$ cat src/rtl/cdc_pkg.sv
// Shared definitions for the CD host chip sequencer: register map, IFSTAT bits, init values, states.
package cdc_pkg;

  localparam logic [7:0] REG_IFCTRL = 8'd1;
  localparam logic [7:0] REG_IFSTAT = 8'd1;
  localparam logic [7:0] REG_DBCL   = 8'd2;
  localparam logic [7:0] REG_DACL   = 8'd4;
  localparam logic [7:0] REG_HEAD0  = 8'd4;
  localparam logic [7:0] REG_DTTRG  = 8'd6;
  localparam logic [7:0] REG_DTACK  = 8'd7;
  localparam logic [7:0] REG_CTRL0  = 8'd10;
  localparam logic [7:0] REG_STAT0  = 8'd12;
  localparam logic [7:0] REG_STAT3  = 8'd15;

  // IFSTAT flags are active-low
  localparam int IFSTAT_DECI = 5;
  localparam int IFSTAT_DTEI = 6;

  localparam logic [7:0] INIT_IFCTRL = 8'h60;
  localparam logic [7:0] INIT_CTRL0  = 8'h80;

  typedef enum logic [3:0] {
    ST_IDLE,
    ST_INIT,
    ST_WAIT_IRQ,
    ST_RD_IFSTAT,
    ST_RD_HEAD,
    ST_RD_STAT,
    ST_PROG,
    ST_WAIT_DTE,
    ST_ACK
  } state_t;

  typedef struct packed {
    logic       we;
    logic       rs;
    logic [7:0] wdata;
  } acc_t;

  // Index of the final access of each multi-access state (step 0 is the address write)
  function automatic logic [2:0] last_step(input state_t s);
    case (s)
      ST_INIT:      return 3'd3;
      ST_RD_IFSTAT: return 3'd1;
      ST_RD_HEAD:   return 3'd4;
      ST_RD_STAT:   return 3'd4;
      ST_PROG:      return 3'd5;
      ST_ACK:       return 3'd1;
      default:      return 3'd0;
    endcase
  endfunction

endpackage

$ cat src/rtl/cdc_host_seq_if.sv
// Parallel register bus to the CD host chip: register select, active-low strobes, data and interrupt.
interface cdc_host_seq_if;
  logic       rs;
  logic       nwr;
  logic       nrd;
  logic [7:0] wdata;
  logic [7:0] rdata;
  logic       nirq;

  modport master (output rs, nwr, nrd, wdata, input rdata, nirq);
  modport slave  (input rs, nwr, nrd, wdata, output rdata, nirq);
endinterface

$ cat src/rtl/cdc_bus_cycle.sv
// Five-clock access engine: T0 setup, T1-T3 strobe low, T4 recovery; done is high during T4.
// Read data is sampled only on the edge ending T3; a new req is accepted only while idle.
module cdc_bus_cycle (
  input  logic           clk,
  input  logic           nRESET,
  input  logic           req,
  input  logic           we,
  input  logic           rs,
  input  logic [7:0]     wdata,
  output logic           done,
  output logic [7:0]     rdata,
  cdc_host_seq_if.master bus
);

  logic       active;
  logic [2:0] phase;
  logic       we_q;
  logic       rs_q;
  logic [7:0] wdata_q;
  logic       nwr_q;
  logic       nrd_q;
  logic [7:0] rdata_q;

  assign done      = active && (phase == 3'd4);
  assign rdata     = rdata_q;
  assign bus.rs    = rs_q;
  assign bus.wdata = wdata_q;
  assign bus.nwr   = nwr_q;
  assign bus.nrd   = nrd_q;

  always_ff @(posedge clk or negedge nRESET) begin
    if (!nRESET) begin
      active  <= 1'b0;
      phase   <= 3'd0;
      we_q    <= 1'b0;
      rs_q    <= 1'b0;
      wdata_q <= 8'h00;
      nwr_q   <= 1'b1;
      nrd_q   <= 1'b1;
      rdata_q <= 8'h00;
    end else begin
      if (req && !active) begin
        active  <= 1'b1;
        phase   <= 3'd0;
        we_q    <= we;
        rs_q    <= rs;
        wdata_q <= wdata;
      end else if (active) begin
        if (phase == 3'd4) active <= 1'b0;
        else               phase  <= phase + 3'd1;
      end
      if (active && (phase == 3'd0)) begin
        nwr_q <= !we_q;
        nrd_q <= we_q;
      end
      if (active && (phase == 3'd3)) begin
        nwr_q <= 1'b1;
        nrd_q <= 1'b1;
        if (!we_q) rdata_q <= bus.rdata;
      end
    end
  end

endmodule

$ cat src/rtl/cdc_host_seq.sv
// CD host chip sequencer: init, per-sector header/status capture, transfer programming and DTE acknowledge.
// One access in flight at a time; ENABLE is honoured only between accesses.
module cdc_host_seq
  import cdc_pkg::*;
(
  input  logic           clk_12m,
  input  logic           nRESET,
  input  logic           enable,
  input  logic [11:0]    xfer_len,
  cdc_host_seq_if.master bus,
  output logic [7:0]     head_m,
  output logic [7:0]     head_s,
  output logic [7:0]     head_f,
  output logic [7:0]     head_mode,
  output logic [7:0]     stat0,
  output logic           sector_stb,
  output logic           xfer_done,
  output logic           busy
);

  state_t     state;
  state_t     state_nx;
  logic [2:0] step;
  logic [2:0] step_nx;
  logic       inflight;
  logic       acc_state;
  logic       req;
  logic       done;
  logic [7:0] rdata;
  logic [3:0] len_hi;
  logic       irq_s1;
  logic       irq_s2;
  acc_t       acc;

  cdc_bus_cycle u_bus (
    .clk    (clk_12m),
    .nRESET (nRESET),
    .req    (req),
    .we     (acc.we),
    .rs     (acc.rs),
    .wdata  (acc.wdata),
    .done   (done),
    .rdata  (rdata),
    .bus    (bus)
  );

  assign acc_state  = (state != ST_IDLE) && (state != ST_WAIT_IRQ) && (state != ST_WAIT_DTE);
  assign req        = acc_state && !inflight;
  assign busy       = (state != ST_IDLE);
  assign sector_stb = done && (state == ST_RD_STAT) && (step == last_step(ST_RD_STAT));

  // Access descriptor for the current step; data accesses rely on target auto-increment
  always_comb begin
    acc = '{we: 1'b1, rs: 1'b1, wdata: 8'h00};
    case (state)
      ST_INIT: begin
        case (step)
          3'd0:    acc = '{we: 1'b1, rs: 1'b0, wdata: REG_IFCTRL};
          3'd1:    acc.wdata = INIT_IFCTRL;
          3'd2:    acc = '{we: 1'b1, rs: 1'b0, wdata: REG_CTRL0};
          default: acc.wdata = INIT_CTRL0;
        endcase
      end
      ST_RD_IFSTAT, ST_RD_HEAD, ST_RD_STAT: begin
        acc.we    = (step == 3'd0);
        acc.rs    = (step != 3'd0);
        acc.wdata = (state == ST_RD_IFSTAT) ? REG_IFSTAT :
                    (state == ST_RD_HEAD)   ? REG_HEAD0  : REG_STAT0;
      end
      ST_PROG: begin
        case (step)
          3'd0:    begin acc.rs = 1'b0; acc.wdata = REG_DBCL; end
          3'd1:    acc.wdata = xfer_len[7:0];
          3'd2:    acc.wdata = {4'h0, len_hi};
          default: acc.wdata = 8'h00;
        endcase
      end
      ST_ACK: begin
        if (step == 3'd0) begin
          acc.rs    = 1'b0;
          acc.wdata = REG_DTACK;
        end
      end
      default: ;
    endcase
  end

  always_comb begin
    state_nx = state;
    step_nx  = step;
    case (state)
      ST_IDLE: begin
        if (enable) begin
          state_nx = ST_INIT;
          step_nx  = 3'd0;
        end
      end
      ST_WAIT_IRQ, ST_WAIT_DTE: begin
        if (!enable) begin
          state_nx = ST_IDLE;
        end else if (!irq_s2) begin
          state_nx = ST_RD_IFSTAT;
          step_nx  = 3'd0;
        end
      end
      default: begin
        if (done) begin
          step_nx = 3'd0;
          if (!enable) begin
            state_nx = ST_IDLE;
          end else if (step != last_step(state)) begin
            step_nx = step + 3'd1;
          end else begin
            case (state)
              ST_INIT:    state_nx = ST_WAIT_IRQ;
              ST_RD_IFSTAT: begin
                // Decoder interrupt wins; a pending transfer end is seen at the next IRQ check
                if (!rdata[IFSTAT_DECI])      state_nx = ST_RD_HEAD;
                else if (!rdata[IFSTAT_DTEI]) state_nx = ST_ACK;
                else                          state_nx = ST_WAIT_IRQ;
              end
              ST_RD_HEAD: state_nx = ST_RD_STAT;
              ST_RD_STAT: state_nx = ST_PROG;
              ST_PROG:    state_nx = ST_WAIT_DTE;
              default:    state_nx = ST_WAIT_IRQ;
            endcase
          end
        end
      end
    endcase
  end

  always_ff @(posedge clk_12m or negedge nRESET) begin
    if (!nRESET) begin
      state     <= ST_IDLE;
      step      <= 3'd0;
      inflight  <= 1'b0;
      len_hi    <= 4'h0;
      irq_s1    <= 1'b1;
      irq_s2    <= 1'b1;
      head_m    <= 8'h00;
      head_s    <= 8'h00;
      head_f    <= 8'h00;
      head_mode <= 8'h00;
      stat0     <= 8'h00;
      xfer_done <= 1'b0;
    end else begin
      state  <= state_nx;
      step   <= step_nx;
      irq_s1 <= bus.nirq;
      irq_s2 <= irq_s1;
      if (req)       inflight <= 1'b1;
      else if (done) inflight <= 1'b0;
      // Length is frozen when the low byte goes out so both bytes describe the same sector
      if (req && (state == ST_PROG) && (step == 3'd1)) len_hi <= xfer_len[11:8];
      xfer_done <= done && (state == ST_ACK) && (step == last_step(ST_ACK));
      if (done && (state == ST_RD_HEAD)) begin
        case (step)
          3'd1:    head_m    <= rdata;
          3'd2:    head_s    <= rdata;
          3'd3:    head_f    <= rdata;
          3'd4:    head_mode <= rdata;
          default: ;
        endcase
      end
      if (done && (state == ST_RD_STAT) && (step == 3'd1)) stat0 <= rdata;
    end
  end

endmodule

$ cat src/flat_wrapper.sv
// flat-port wrapper written by rule: the top's interface ports become plain ports
module cdc_host_seq_flat import cdc_pkg::*;
  (clk_12m, nRESET, enable, xfer_len, head_m, head_s, head_f, head_mode, stat0, sector_stb, xfer_done, busy, bus_rs, bus_nwr, bus_nrd, bus_wdata, bus_rdata, bus_nirq);
  cdc_host_seq_if bus_i ();
  input  logic clk_12m;
  input  logic nRESET;
  input  logic enable;
  input  logic [11:0] xfer_len;
  output logic [7:0] head_m;
  output logic [7:0] head_s;
  output logic [7:0] head_f;
  output logic [7:0] head_mode;
  output logic [7:0] stat0;
  output logic sector_stb;
  output logic xfer_done;
  output logic busy;
  output wire logic [$bits(bus_i.rs)-1:0] bus_rs;
  output wire logic [$bits(bus_i.nwr)-1:0] bus_nwr;
  output wire logic [$bits(bus_i.nrd)-1:0] bus_nrd;
  output wire logic [$bits(bus_i.wdata)-1:0] bus_wdata;
  input wire logic [$bits(bus_i.rdata)-1:0] bus_rdata;
  input wire logic [$bits(bus_i.nirq)-1:0] bus_nirq;
  assign bus_rs = bus_i.rs;
  assign bus_nwr = bus_i.nwr;
  assign bus_nrd = bus_i.nrd;
  assign bus_wdata = bus_i.wdata;
  assign bus_i.rdata = bus_rdata;
  assign bus_i.nirq = bus_nirq;
  cdc_host_seq u_core (.clk_12m(clk_12m), .nRESET(nRESET), .enable(enable), .xfer_len(xfer_len), .bus(bus_i), .head_m(head_m), .head_s(head_s), .head_f(head_f), .head_mode(head_mode), .stat0(stat0), .sector_stb(sector_stb), .xfer_done(xfer_done), .busy(busy));
endmodule
$ cat config.mk
export PLATFORM = sky130hd
export DESIGN_NAME = cdc_host_seq_flat
export DESIGN_NICKNAME = d
export VERILOG_FILES = /design/src/rtl/cdc_pkg.sv /design/src/rtl/cdc_host_seq_if.sv /design/src/rtl/cdc_bus_cycle.sv /design/src/rtl/cdc_host_seq.sv /design/src/flat_wrapper.sv
export SDC_FILE = /design/constraint.sdc
export NUM_CORES = 1
export LEC_CHECK = 0
export ABC_AREA = 1
export CAP_MARGIN = 15
export CORE_UTILIZATION = 55
export CTS_CLUSTER_DIAMETER = 40
export DETAILED_ROUTE_END_ITERATION = 8
export PLACE_DENSITY = 0.88
export SYNTH_ARGS = -nofsm -noshare
export SYNTH_HDL_FRONTEND = slang
export SYNTH_SLANG_ARGS = --single-unit
$ cat constraint.sdc
create_clock -name clk_12m -period 3.95 [get_ports clk_12m]
set_input_delay 0.79 -clock clk_12m [delete_from_list [all_inputs] [get_ports clk_12m]]
set_output_delay 0.79 -clock clk_12m [all_outputs]
set_load 0.01 [all_outputs]
# --- After elaboration in Yosys (flattened, before gate mapping) ---
# Index checks and enable logic that the tools add are counted.
word_totals:
  reg_bits: 79
  input_bits: 24
  output_inout_bits: 54
  word_cells: 129
op_classes:
  n_addsub: 2
  eq_ne: 23
  muxes: 42
  bitwise: 1
  reduce_logical: 41
op_table:
  columns: ["cell", "n"]
  rows:
  - ["$pmux 8 s3", 2]
  - ["$mux 3", 12]
  - ["$mux 4", 9]
  - ["$pmux 9 s4", 1]
  - ["$eq 4x3->1 const B", 4]
  - ["$pmux 4 s4", 1]
  - ["$logic_and 1x1->1", 15]
  - ["$pmux 3 s4", 1]
  - ["$reduce_and 2->1", 6]
  - ["$mux 1", 11]
  - ["$eq 3x2->1 const B", 3]
  - ["$mux 9", 1]
  - ["$eq 4x2->1 const B", 2]
  - ["$mux 8", 1]
  - ["$pmux 4 s2", 1]
  - ["$reduce_and 4->1", 2]
  - ["$reduce_or 2->1", 4]
  - ["$add 3x1->3 const B", 2]
  - ["$eq 3x3->1 const B", 2]
  - ["$logic_not 3->1", 2]
  - ["$ne 2x2->1 const B", 3]
  - ["$pmux 3 s2", 1]
  - ["$reduce_bool 2->1", 3]
  - ["$reduce_bool 3->1", 2]
  - ["15 further kinds", 18]

# --- Depth between registers and ports, before layout ---
logic_depth:
  depth_word: 11
  depth_mapped: 11
  ltp_nobuf: 11

# --- Hierarchy ---
# Synthesis repeated with hierarchy kept, for this count alone.
unflattened:
  cells_unflattened: 421
  hier_area_um2: 3784.9
modules_own_cells:
  columns: ["mod", "instances", "cells_per_inst", "area_per_inst_um2", "seq_area_each_um2"]
  rows:
  - ["cdc_host_seq", 1, 305, 2737.6, 1378.8]
  - ["cdc_bus_cycle", 1, 116, 1047.3, 603.1]

# --- Worst setup path before layout ---
# No wires, ideal clock.
synth_path:
  path_kind: "register to output"
  from: "reg u_core.u_bus.phase[0]"
  to: "out sector_stb"
  t_arrival_ns: 1.183
  slack_ns: 1.977
  stages_incl_launch_ff: 7
  n_path_buf: 0
  path_cell_list: "dfrtp_1 -> inv_1 -> ha_1 -> nand3_2 -> inv_1 -> nand3_1 -> nor2_1"
synth_between:
  elab_chain_len: 4
synth_rtl:
  columns: ["element", "line_no", "rtl"]
  rows:
  - ["start: declaration", "cdc_bus_cycle.sv:16", "logic [2:0] phase;"]
  - ["start signal: assignment", "cdc_bus_cycle.sv:50", "else phase <= phase + 3'd1;"]
  - ["$eq 3x3->1", "cdc_bus_cycle.sv:24", "assign done = active && (phase == 3'd4);"]
  - ["$logic_and 1x1->1", "cdc_bus_cycle.sv:24", null]
  - ["$logic_and 1x1->1 (2 in a row)", "cdc_host_seq.sv:50", "assign sector_stb = done && (state == ST_RD_STAT) && (step == last_step(ST_RD_STAT));"]
  - ["end: declaration", "flat_wrapper.sv:14", "output logic sector_stb;"]
# Every way passes these cells.

# --- Final worst setup path ---
# Same ends and word-level chain as after synthesis.

==> flow_summary.ini <==
[status]
status = finished clean

[final_layout]
fin_cells = 563
fillers = 454
seqCellArea_um2 = 1982
layout_commonest_cell = nand2_1
synthToLayoutAreaGrowth_pct = 28.01
multi_input_area_um2 = 1409
final_util_pct = 72.85
diodes = 0
design_area_um2 = 4626
final_cell_mix = 116 x nand2_1, 76 x clkdlybuf4s50_1, 75 x dfrtp_1
finalNetCount = 513
drive_above_1_share_pct = 11.52

[placement]
place_congestion = 0.9057
dp_hpwl_um = 6226
postPlaceCellArea_um2 = 4405
placed_cells = 547
portBuffers = 77

[drt]
wl_per_cell_um = 15.65
detail-route-antenna-nets = 0
wl_um = 8811
drt_first_pass_iters = 7
via_per_inst = 5.519
drt_iter0_markers = 281
vias = 3107
drcViolationCount = 0

[timing]
tightest_slew_ns = 0.9588
fmax_ghz = 0.3388
skew_ns = 0.01122
min_period_ns = 2.951
fin_crit_sh_pct = 74.72
setup_viol = 0
final-max-slew-violation-count = 0
rsz0062_at_grt = false
setup_tns_ns = 0
hold_viol = 0
relSlewSlack_pct = 36.08

[cts]
cts_max_path_buffers = 2
cts_buffers = 9
clkTransAtPathRegs_ns = 0.08
clock_sinks = 79
htree_num_levels = 3
post-cts-setup-buffers = 0
clk_latency_ns = 0.36
cts-hold-fix-buffers = 0
cts_tree = yes
ctsResizeCount = 0
cts_root_buffer = clkbuf_8

[logic_synthesis]
ys_warn_count = 0
synth.distinct_cells = 30
netlist_instances = 401
netlist_area_um2 = 3613
syn_nets = 433
synth_area_per_cell_um2 = 9.011
synth_seq_area_share_pct = 54.85
ys_seq_elements = 79

[worst_setup_path]
cpPeakStageDelay_ns = 0.54
worstPathCellList = inv_1 -> ha_1 -> nand3_2 -> inv_1 -> nand3_1 -> nor2_1 -> clkdlybuf4s50_1
r2r_cells = 6
timing.rr.start = u_core.step[2]$_DFFE_PN0P_
arrival_ns = 2.16
crit_path_end_kind = primary output
path_common_cell = inv_1
worstReg2RegEnd = u_core.stat0[2]$_DFFE_PN0P_
slowest_stage = clkdlybuf4s50_1
worst-setup-path-type = register to primary output
cp.required_ns = 3.16
crit_fanout = 8
reg2reg_slack_ns = 2.05
startpoint_type = register

[power]
leakage_nw = 2.279
p_per_area_nw_per_um2 = 599.8
fin_total_pwr_mw = 2.775
max-vdd-ir-drop_v = 0.0003783

[grt]
grt_usage_pct = 26.95
grt_pass1_vias = 3102
antenna_found_initial = 0
grt_overflow = 0
grt_first_pass_wirelength_um = 14630
grt_max_degree = 80

[flow_run]
cap_violations = 0

[min_path]
min_from = u_core.irq_s1$_DFF_PN1_
holdPathStages = 0
hold_class = register to register
hold_path_end = u_core.irq_s2$_DFF_PN1_

[die]
coreArea_um2 = 6350
rows = 29
die_height_um = 83.06
die-area_um2 = 6898
chipWidth_um = 83.06
io_pins = 78
start_util_pct = 56.91
## state kept, by name, indices dropped and copies added, names as in the netlist, 3 cells and up
register	cells
u_core.u_bus.bus.wdata	8
u_core.head_s	8
u_core.state	4
u_core.head_m	8
u_core.u_bus.phase	3
u_core.step	3
u_core.head_f	8
u_core.stat0	8
u_core.u_bus.rdata	8
u_core.head_mode	8
u_core.len_hi	4
## report_power, final
group	leakage, nW	switching, mW	internal [mW]
sequential	1.04	0.0986	0.969
combinational	1.14	0.684	0.359
clock	0.103	0.305	0.359
## per-stage QoR
| stage | hold WS (ns) | worst slack [ns] |
|---|---|---|
| 2_1_floorplan | 0.3452 | 1.977 |
| 3_3_place_gp | 0.3468 | 1.441 |
| 3_5_place_dp | 0.3468 | 1.365 |
| 4_1_cts | 0.3581 | 0.9824 |
| 5_1_grt | 0.3609 | 0.8806 |
| 6_report | 0.3574 | 0.9986 |
## area by class of cell
class,count,area share [%]
clock buffers,10,2.759
clock inverters,6,2.002
inverters,40,3.246
multi-input cells,274,30.46
flip-flops and latches,79,42.85
well taps,77,2.083
repair buffers,77,16.61
## worst max path at each step
stage	startpoint	end	slack [ns]
final	u_core.u_bus.phase[0]$_DFFE_PN0P_	sector_stb	1.0
after floorplan	u_core.u_bus.phase[0]$_DFFE_PN0P_	sector_stb	1.98
after global routing	u_core.u_bus.phase[0]$_DFFE_PN0P_	sector_stb	0.88
after CTS	u_core.u_bus.phase[0]$_DFFE_PN0P_	sector_stb	0.98
after detailed placement	u_core.u_bus.phase[0]$_DFFE_PN0P_	sector_stb	1.36
after global placement	u_core.u_bus.phase[0]$_DFFE_PN0P_	sector_stb	1.44
## metal layers
layer | up-vias | GRT usage, % | share of wire [%]
li1 | 1453 | - | -
met1 | 1493 | 34.17 | 42
met2 | 142 | 46.35 | 50
met3 | 19 | 3.777 | 5.1
met4 | 0 | 11.60 | 2.4
met5 | - | 0 | 0
## synth_stat cells
cell / count / area (µm²)
nand3_4: 1 / 17.52
o21ai_0: 29 / 145.1
nand3_2: 3 / 30.03
o22ai_1: 1 / 6.260
o21ai_2: 13 / 113.9
nand2_1: 116 / 435.4
buf_4: 1 / 7.510
inv_2: 1 / 3.750
dfstp_2: 4 / 105.1
nand4_1: 3 / 18.77
nand2_2: 7 / 43.79
nor3_1: 3 / 15.01
o21ai_1: 16 / 80.08
nor2_2: 6 / 37.54
nor2_1: 22 / 82.58
nand3_1: 21 / 105.1
inv_1: 39 / 146.4
nor2_4: 1 / 11.26
nor4_1: 1 / 6.260
o2111ai_1: 1 / 8.760
a22oi_1: 2 / 15.01
clkbuf_1: 1 / 3.750
ha_1: 8 / 100.1
a21o_1: 1 / 7.510
a21oi_1: 15 / 75.07
dfrtp_1: 75 / 1877
buf_6: 5 / 56.30
nor2_8: 1 / 20.02
nand2_4: 3 / 33.78
buf_2: 1 / 5.000
## cell families (layout without fill, tap and decap cells)
family | after synthesis | in the layout | synth area share, %
adders and majority gates | 8 | 8 | 2.770
buffers and inverters | 48 | 133 | 6.163
DFF | 79 | 79 | 54.85
AOI/OAI and AO/OA | 78 | 78 | 12.50
and+or+nand+nor | 188 | 188 | 23.72
## worst max-delay path, delay by kind of cell, from the launching register on
family / cells / cell delay (ns)
buf+inv: 3 / 0.79
simple gates: 3 / 0.42
flops: 1 / 0.39
fa+ha+maj: 1 / 0.20
(Power assumes the default switching activity.)
